[config.mk]
export PLATFORM = sky130hd
export DESIGN_NAME = int8_q428_unpacker_flat
export DESIGN_NICKNAME = d
export VERILOG_FILES = /design/src/rtl/int8_q428_unpacker_pkg.sv /design/src/rtl/int8_q428_unpacker_if.sv /design/src/rtl/int8_q428_unpacker_lane_scale.sv /design/src/rtl/int8_q428_unpacker.sv /design/src/flat_wrapper.sv
export SDC_FILE = /design/constraint.sdc
export NUM_CORES = 1
export LEC_CHECK = 0
export BUFFER_PORTS_ARGS = -buffer_cell sky130_fd_sc_hd__buf_4
export CORE_UTILIZATION = 40
export CTS_CLUSTER_SIZE = 10
export DETAILED_ROUTE_END_ITERATION = 8
export GPL_ROUTABILITY_DRIVEN = 0
export PLACE_DENSITY = 0.54
export RECOVER_POWER = 50
export SYNTH_ARGS = -nofsm -noshare
export SYNTH_HDL_FRONTEND = slang
export SYNTH_SLANG_ARGS = --single-unit
[constraint.sdc]
create_clock -name clk -period 11.4 [get_ports clk]
set_clock_uncertainty 0.2 [all_clocks]
set_input_delay 0 -clock clk [delete_from_list [all_inputs] [get_ports clk]]
set_output_delay 0 -clock clk [all_outputs]
set_load 0.1 [all_outputs]
[src/rtl/int8_q428_unpacker_pkg.sv]
// Shared constants and types for the int8 -> Q4.28 dequantizing unpacker.
package int8_q428_unpacker_pkg;

  localparam int unsigned LANES     = 4;
  localparam int unsigned LANE_W    = 8;
  localparam int unsigned DATA_W    = 32;
  localparam int unsigned FUNC_ID_W = 10;

  localparam logic [FUNC_ID_W-1:0] FUNC_SET  = 10'd2;
  localparam logic [FUNC_ID_W-1:0] FUNC_PUSH = 10'd3;

  localparam logic [DATA_W-1:0] Q428_ONE = 32'h1000_0000;
  localparam logic [DATA_W-1:0] Q428_MAX = 32'h7fff_ffff;
  localparam logic [DATA_W-1:0] Q428_MIN = 32'h8000_0000;

  typedef enum logic [0:0] {
    StIdle,
    StDrain
  } state_e;

endpackage

[src/rtl/int8_q428_unpacker_if.sv]
// Command and sample stream bundle between a CFU-style host and the unpacker.
interface int8_q428_unpacker_if;
  import int8_q428_unpacker_pkg::*;

  logic                 cmd_valid;
  logic                 cmd_ready;
  logic [FUNC_ID_W-1:0] cmd_payload_function_id;
  logic [DATA_W-1:0]    cmd_payload_inputs_0;
  logic [DATA_W-1:0]    cmd_payload_inputs_1;
  logic                 out_valid;
  logic                 out_ready;
  logic [DATA_W-1:0]    out_data;

  modport master (
    output cmd_valid,
    input  cmd_ready,
    output cmd_payload_function_id,
    output cmd_payload_inputs_0,
    output cmd_payload_inputs_1,
    input  out_valid,
    output out_ready,
    input  out_data
  );

  modport slave (
    input  cmd_valid,
    output cmd_ready,
    input  cmd_payload_function_id,
    input  cmd_payload_inputs_0,
    input  cmd_payload_inputs_1,
    output out_valid,
    input  out_ready,
    output out_data
  );

endinterface

[src/rtl/int8_q428_unpacker_lane_scale.sv]
// Combinational dequantizer: (q - zero_point) * scale, saturated to Q4.28.
module q428_lane_scale
  import int8_q428_unpacker_pkg::*;
#(
  parameter int unsigned LaneW = LANE_W
) (
  input  logic [LaneW-1:0]  lane,
  input  logic [LaneW-1:0]  zp,
  input  logic [DATA_W-1:0] scale,
  output logic [DATA_W-1:0] result
);

  localparam int unsigned DiffW = LaneW + 1;
  localparam int unsigned ProdW = DiffW + DATA_W;

  localparam logic signed [ProdW-1:0] MaxExt = {{(ProdW - DATA_W){1'b0}}, Q428_MAX};
  localparam logic signed [ProdW-1:0] MinExt = {{(ProdW - DATA_W){1'b1}}, Q428_MIN};

  logic signed [DiffW-1:0] diff;
  logic signed [ProdW-1:0] diff_ext;
  logic signed [ProdW-1:0] scale_ext;
  logic signed [ProdW-1:0] prod;

  assign diff      = $signed({lane[LaneW-1], lane}) - $signed({zp[LaneW-1], zp});
  assign diff_ext  = {{(ProdW - DiffW){diff[DiffW-1]}}, diff};
  assign scale_ext = {{(ProdW - DATA_W){scale[DATA_W-1]}}, scale};
  // diff is an integer and scale is Q4.28, so the product is already Q4.28.
  assign prod      = diff_ext * scale_ext;

  always_comb begin
    result = prod[DATA_W-1:0];
    if (prod > MaxExt) begin
      result = Q428_MAX;
    end else if (prod < MinExt) begin
      result = Q428_MIN;
    end
  end

endmodule

[src/rtl/int8_q428_unpacker.sv]
// Accepts packed int8 words and streams one dequantized Q4.28 sample per lane.
module int8_q428_unpacker
  import int8_q428_unpacker_pkg::*;
#(
  parameter int unsigned          Lanes    = LANES,
  parameter int unsigned          LaneW    = LANE_W,
  parameter logic [FUNC_ID_W-1:0] FuncSet  = FUNC_SET,
  parameter logic [FUNC_ID_W-1:0] FuncPush = FUNC_PUSH
) (
  input  logic                 clk,
  input  logic                 reset,
  int8_q428_unpacker_if.slave  bus,
  output logic                 busy
);

  localparam int unsigned IdxW    = (Lanes > 1) ? $clog2(Lanes) : 1;
  localparam logic [IdxW-1:0] LastIdx = IdxW'(Lanes - 1);

  state_e                state_q;
  logic [IdxW-1:0]       idx_q;
  logic [LaneW-1:0]      lanes_q [Lanes];
  logic [LaneW-1:0]      zp_q;
  logic [DATA_W-1:0]     scale_q;
  logic                  out_valid_q;
  logic [DATA_W-1:0]     out_data_q;
  logic [DATA_W-1:0]     lane_result;

  q428_lane_scale #(
    .LaneW (LaneW)
  ) u_lane_scale (
    .lane   (lanes_q[idx_q]),
    .zp     (zp_q),
    .scale  (scale_q),
    .result (lane_result)
  );

  assign bus.cmd_ready = (state_q == StIdle);
  assign bus.out_valid = out_valid_q;
  assign bus.out_data  = out_data_q;
  assign busy          = (state_q != StIdle);

  always_ff @(posedge clk) begin
    if (reset) begin
      state_q     <= StIdle;
      idx_q       <= '0;
      out_valid_q <= 1'b0;
      out_data_q  <= '0;
      zp_q        <= '0;
      scale_q     <= Q428_ONE;
    end else begin
      // A load later in this block overrides the clear on a back-to-back transfer.
      if (out_valid_q && bus.out_ready) begin
        out_valid_q <= 1'b0;
      end
      unique case (state_q)
        StIdle: begin
          if (bus.cmd_valid) begin
            if (bus.cmd_payload_function_id == FuncSet) begin
              zp_q    <= bus.cmd_payload_inputs_0[LaneW-1:0];
              scale_q <= bus.cmd_payload_inputs_1;
            end else if (bus.cmd_payload_function_id == FuncPush) begin
              for (int i = 0; i < int'(Lanes); i++) begin
                lanes_q[i] <= bus.cmd_payload_inputs_0[i*LaneW +: LaneW];
              end
              idx_q   <= '0;
              state_q <= StDrain;
            end
          end
        end
        StDrain: begin
          if (!out_valid_q || bus.out_ready) begin
            out_data_q  <= lane_result;
            out_valid_q <= 1'b1;
            if (idx_q == LastIdx) begin
              idx_q   <= '0;
              state_q <= StIdle;
            end else begin
              idx_q <= idx_q + IdxW'(1);
            end
          end
        end
        default: state_q <= StIdle;
      endcase
    end
  end

endmodule

[src/flat_wrapper.sv]
// flat-port wrapper written by rule: the top's interface ports become plain ports
module int8_q428_unpacker_flat import int8_q428_unpacker_pkg::*;
#(
  parameter int unsigned          Lanes    = LANES,
  parameter int unsigned          LaneW    = LANE_W,
  parameter logic [FUNC_ID_W-1:0] FuncSet  = FUNC_SET,
  parameter logic [FUNC_ID_W-1:0] FuncPush = FUNC_PUSH
)
  (clk, reset, busy, bus_cmd_valid, bus_cmd_ready, bus_cmd_payload_function_id, bus_cmd_payload_inputs_0, bus_cmd_payload_inputs_1, bus_out_valid, bus_out_ready, bus_out_data);
  int8_q428_unpacker_if bus_i ();
  input  logic clk;
  input  logic reset;
  output logic busy;
  input wire logic [$bits(bus_i.cmd_valid)-1:0] bus_cmd_valid;
  output wire logic [$bits(bus_i.cmd_ready)-1:0] bus_cmd_ready;
  input wire logic [$bits(bus_i.cmd_payload_function_id)-1:0] bus_cmd_payload_function_id;
  input wire logic [$bits(bus_i.cmd_payload_inputs_0)-1:0] bus_cmd_payload_inputs_0;
  input wire logic [$bits(bus_i.cmd_payload_inputs_1)-1:0] bus_cmd_payload_inputs_1;
  output wire logic [$bits(bus_i.out_valid)-1:0] bus_out_valid;
  input wire logic [$bits(bus_i.out_ready)-1:0] bus_out_ready;
  output wire logic [$bits(bus_i.out_data)-1:0] bus_out_data;
  assign bus_i.cmd_valid = bus_cmd_valid;
  assign bus_cmd_ready = bus_i.cmd_ready;
  assign bus_i.cmd_payload_function_id = bus_cmd_payload_function_id;
  assign bus_i.cmd_payload_inputs_0 = bus_cmd_payload_inputs_0;
  assign bus_i.cmd_payload_inputs_1 = bus_cmd_payload_inputs_1;
  assign bus_out_valid = bus_i.out_valid;
  assign bus_i.out_ready = bus_out_ready;
  assign bus_out_data = bus_i.out_data;
  int8_q428_unpacker #(.Lanes(Lanes), .LaneW(LaneW), .FuncSet(FuncSet), .FuncPush(FuncPush)) u_core (.clk(clk), .reset(reset), .bus(bus_i), .busy(busy));
endmodule
== After elaboration in Yosys (flattened, before gate mapping) ==
Memory sizes are Yosys's and may differ from the RTL's. A register that Yosys moved wholly into a read port is not among the register bits.
Index checks and enable logic that the tools add are counted.
W data, S select, Z words.

* Muxes and demuxes: 22
* Magnitude comparators: 2
* Bitwise logic cells: 1
* $mul: 1
* Reduce and logical (&&, ||, !) cells: 6
* Add/subtract/negate cells: 2
* Equality and inequality tests: 7

{| class="wikitable"
|+ Operators by type and width
! cell !! count
|-
| $mux W32 || 2
|-
| $gt A41 B32 Y1 const B || 1
|-
| $lt A41 B32 Y1 const B || 1
|-
| $mul A9 B32 Y41 || 1
|-
| $eq A10 B2 Y1 const B || 2
|-
| $mux W2 || 7
|-
| $mux W1 || 11
|-
| $sub A8 B8 Y9 || 1
|-
| $ne A2 B2 Y1 const B || 3
|-
| $pmux W2 S2 || 1
|-
| $reduce_and A4 Y1 || 1
|-
| $reduce_and A3 Y1 || 1
|-
| $add A2 B1 Y2 const B || 1
|-
| $eq A2 B2 Y1 const B || 1
|-
| $ne A2 B1 Y1 const B || 1
|-
| $pmux W1 S2 || 1
|-
| $reduce_and A2 Y1 || 1
|-
| $logic_and A1 B1 Y1 || 1
|-
| $logic_not A1 Y1 || 1
|-
| $logic_or A1 B1 Y1 || 1
|-
| $not A1 Y1 || 1
|}

* Input bits: 78
* Output and inout bits: 35
* Memories: 1
* Logic and storage cells: 48
* RAM bits: 32
* Register bits: 76

{| class="wikitable"
|+ Memories
! memory !! depth !! width !! read ports !! clocked after Yosys merged registers in !! wr ports !! RTL line !! text
|-
| u_core.lanes_q || 4 || 8 || 1 || 1 || 4 || int8_q428_unpacker.sv:21 || <nowiki>logic [LaneW-1:0] lanes_q [Lanes];</nowiki>
|}

== Logic depth before layout (Yosys ltp) ==
* Word-level depth: 7
* Gate-level depth with buffers: 35
* Gate-level depth less buffers: 32

== Hierarchy ==
Synthesis repeated with hierarchy kept, for this count alone.

* Cell total of the unflattened synthesis: 1582
* Area total of the unflattened synthesis: 14811.7 um2

{| class="wikitable"
|+ Modules (own cells, without submodules)
! module !! instances !! cells an instance !! area each (um2) !! sequential area each (um2)
|-
| q428_lane_scale || 1 || 1169 || 10441.3 || 0.0
|-
| int8_q428_unpacker || 1 || 413 || 4370.4 || 2522.4
|}

== Worst setup path before layout ==
OpenSTA, ideal clock, no wires.

* Path type: register to register
* Start: register (tool-made name)
* End: register u_core.out_data_q[0] (netlist: u_core.bus.out_data[0])
* Setup slack: 2742 ps
* Data arrival time: 8315 ps
* Setup time: 143 ps
* Clock period less this slack: 8658 ps
* Cell stages (with the launch flop): 34
* Path buffers: 2
* Data required time: 11057 ps
* Cell sequence: dfxtp_1 clkbuf_1 mux4_2 inv_1 ha_1 fa_1 nor2_1 a211oi_1 nor2b_1 o21ai_0 nand2b_1 a2111oi_0 a21oi_1 or2_2 fa_1 fa_1 inv_1 fa_1 fa_1 inv_1 fa_1 inv_1 ha_1 o211ai_1 o21ai_0 a31o_2 a2bb2oi_1 a2111oi_1 a211oi_1 and3_1 nor4b_2 a31oi_2 buf_2 o32ai_2

{| class="wikitable"
|+ RTL lines
! item !! RTL line !! text
|-
| end signal, assigned || int8_q428_unpacker.sv:72 || <nowiki>out_data_q <= lane_result;</nowiki>
|-
| end, declared || int8_q428_unpacker.sv:25 || <nowiki>logic [DATA_W-1:0] out_data_q;</nowiki>
|}

==> metrics.cfg <==
[finish]
final_core_util_pct=46.7
area_growth_pct=14.6
nNetsFinal=2066
drive_above_1_share_pct=9.96
finalNonFillerCells=2128
num_antenna_cells=0

[placed_design]
io_buffers=112
dp_hpwl_microns=27900
dp_cells=2037

[timing]
rsz0062_at_grt=false
hold_viol=0
worstMarginPinSlew_ps=3450
fmax_ghz=0.0982
relSlewSlack_pct=-130
fin_crit_ps=10180
finalSetupViolCount=0
tns_ps=0
finalCritPeriodShare_pct=89.3
slew_violations=111

[yosys]
synth_edf_count=32
ys.flop_type=dfxtp_1
synth_nets=1938
synthSimpleGateAreaFrac_pct=20.3
synth_mux_area_share_pct=1.52
synth_top_family_by_area=adder cells
syn_area_per_cell_sq_um=9.46
ys_ff_latch=110
synth_compound_area_share_pct=11.3
yosys.area_share.adder_pct=40.1
syn-cell-area_sq_um=14500
synth-async-reset-ratio_pct=0
synth-xor-area-share_pct=2.35
seq_area_frac_synth_pct=17.4
ys_types=66
ys_warn_count=0
syn-instance-count=1534

[floorplan]
ios=113
core_area_sq_um=35700
initial_core_util_pct=40.7
die_w_microns=193
die_y_microns=193
fp-row-count=69
fp.dieArea_sq_um=37100

[worst_setup_path]
startpoint_type=register
critPathKind=register to register
crit_arrival_ps=10170
slowest_delay_ps=660
endpoint_kind=register
crit_required_ps=11390
critical_path.slowest_cell=dfxtp_1
cp_max_fo=17
cp_common_cell=fa_1

[routing]
finalWirelength_microns=35800
routedWlPerCell_microns=16.8
vias=11000
ant_nets=0
dr.pass1.iters=7
route.detailed.drc=5
routed_via_density=5.17
drt_first_iter_violations=457

[pwr]
peakVddDrop_uv=81.2
p_total_w=0.000786
leakage_nw=7.49
p_per_area_nw_per_um2=47.3

[global_route]
overflow=0
grtUsageTotal_pct=20.4
antenna_found_initial=0
grt_pass1_wl_microns=58900
grt_max_degree=70
grt_pass1_vias=11400

[cts]
clock_latency_ps=400
hold_buffers=75
numCtsBuffers=9
clkSlewWorstSetupHoldPaths_ps=90
cts_tree=done
cts_resized=0
cts_max_level=3
postCtsSetupBuffers=0
cts.path.max_buffers=2
root_buffer=clkbuf_16
clock_sinks=110

[status]
violations=DRC, capacitance limit, slew limit
status=finished with violations

[min_path]
hp-class=input pin to register

[job]
max_cap_violations=2

-- cells in the final DEF, fill, tap and decap left out, types with 20 or more instances in the layout --
cell type / instances
clkbuf_1: 42
a21oi_1: 88
nand2_1: 167
xnor2_1: 22
ha_1: 94
nand2b_1: 64
inv_1: 177
o32ai_2: 29
clkbuf_4: 27
dfxtp_1: 78
or3_1: 20
and2_1: 153
nor2_1: 86
o21ai_0: 30
fa_1: 232
dlygate4sd3_1: 75
edfxtp_1: 32
buf_4: 58
-- cell type report --
class,instances,area (sq um)
fillers,3523,19000
multi-input cells,1163,11000
flip-flops and latches,110,2520
repair buffers,202,1550
inverters,176,661
well taps,461,577
clock buffers,9,225
clock inverters,7,66.3
-- cell families after synthesis --
family	count (synthesis)
mux	12
compound gates	216
fa+ha+maj	326
xor+xnor	39
flops	110
simple gates	570
buf+inv	261
-- critical path, delay by kind of cell (launching register included) --
family | cells | cell delay [ps]
multiplexers | 1 | 560
flip-flops | 1 | 660
AO/OA/AOI/OAI | 12 | 3630
adder cells (fa/ha/maj) | 8 | 3400
buffers and inverters | 5 | 530
AND/OR/NAND/NOR | 6 | 980
-- routing by layer --
metal	GRT usage, %	part of all wire (%)
met4	6.33	2.4
met5	0	0
met3	2.62	2.3
met2	36.2	52
met1	25.5	43
-- Yosys cell counts, types with 7 or more instances --
cell	instances	area, sq um
nor3_1	12	60.1
a21o_1	14	105
xor2_1	14	123
inv_1	176	661
a21oi_1	89	445
nor2_1	88	330
a211oi_1	7	52.6
nand2_1	167	627
fa_1	232	4640
or2_2	7	43.8
nand3_1	13	65.1
dfxtp_1	78	1560
and2_1	152	951
or3_1	20	125
xnor2_1	25	219
mux4_2	8	180
clkbuf_1	67	251
edfxtp_1	32	961
o32ai_2	29	472
nand3b_1	7	52.6
ha_1	94	1180
nor2b_1	9	56.3
nand4_1	9	56.3
nand2b_1	64	400
o21ai_0	30	150
-- state kept, by name, indices dropped and copies added (netlist names), named ones only --
| register | flops |
|---|---|
| u_core.bus.out_data | 32 |
| u_core.lanes_q | 32 |
| u_core.scale_q | 32 |
| u_core.zp_q | 8 |
| u_core.idx_q | 2 |
| u_core.bus.out_valid | 1 |
| u_core.busy | 1 |
-- where the power goes --
part	internal (W)	switching (W)
combinational	0.0000342	0.0000207
sequential	0.000402	0.000000244
clock	0.000154	0.000176
-- path summary, 6_finish.rpt --
path | from | endpoint | slack [ps] | cells past startpoint
hold / removal | bus_cmd_payload_function_id[2] | register | 60 | 5
setup reg to reg | register | u_core.bus.out_data[2]$_SDFFE_PP0P_ | 1220 | 32
hold reg to reg | u_core.zp_q[4]$_SDFFE_PP0P_ | u_core.zp_q[4]$_SDFFE_PP0P_ | 250 | 2
setup / recovery | register | u_core.bus.out_data[2]$_SDFFE_PP0P_ | 1220 | 32
-- metrics by stage --
stage | hold WS [ps] | area [sq um] | setup slack, ps
floorplan | -101 | 14500 | 2740
global placement | -21.8 | 15800 | 1430
detailed placement | -20.6 | 15800 | 1270
CTS | 25.5 | 16800 | 1160
global route | 125 | 16600 | 503
finish | 63.0 | 16600 | 1220
(Power assumes the default switching activity.)
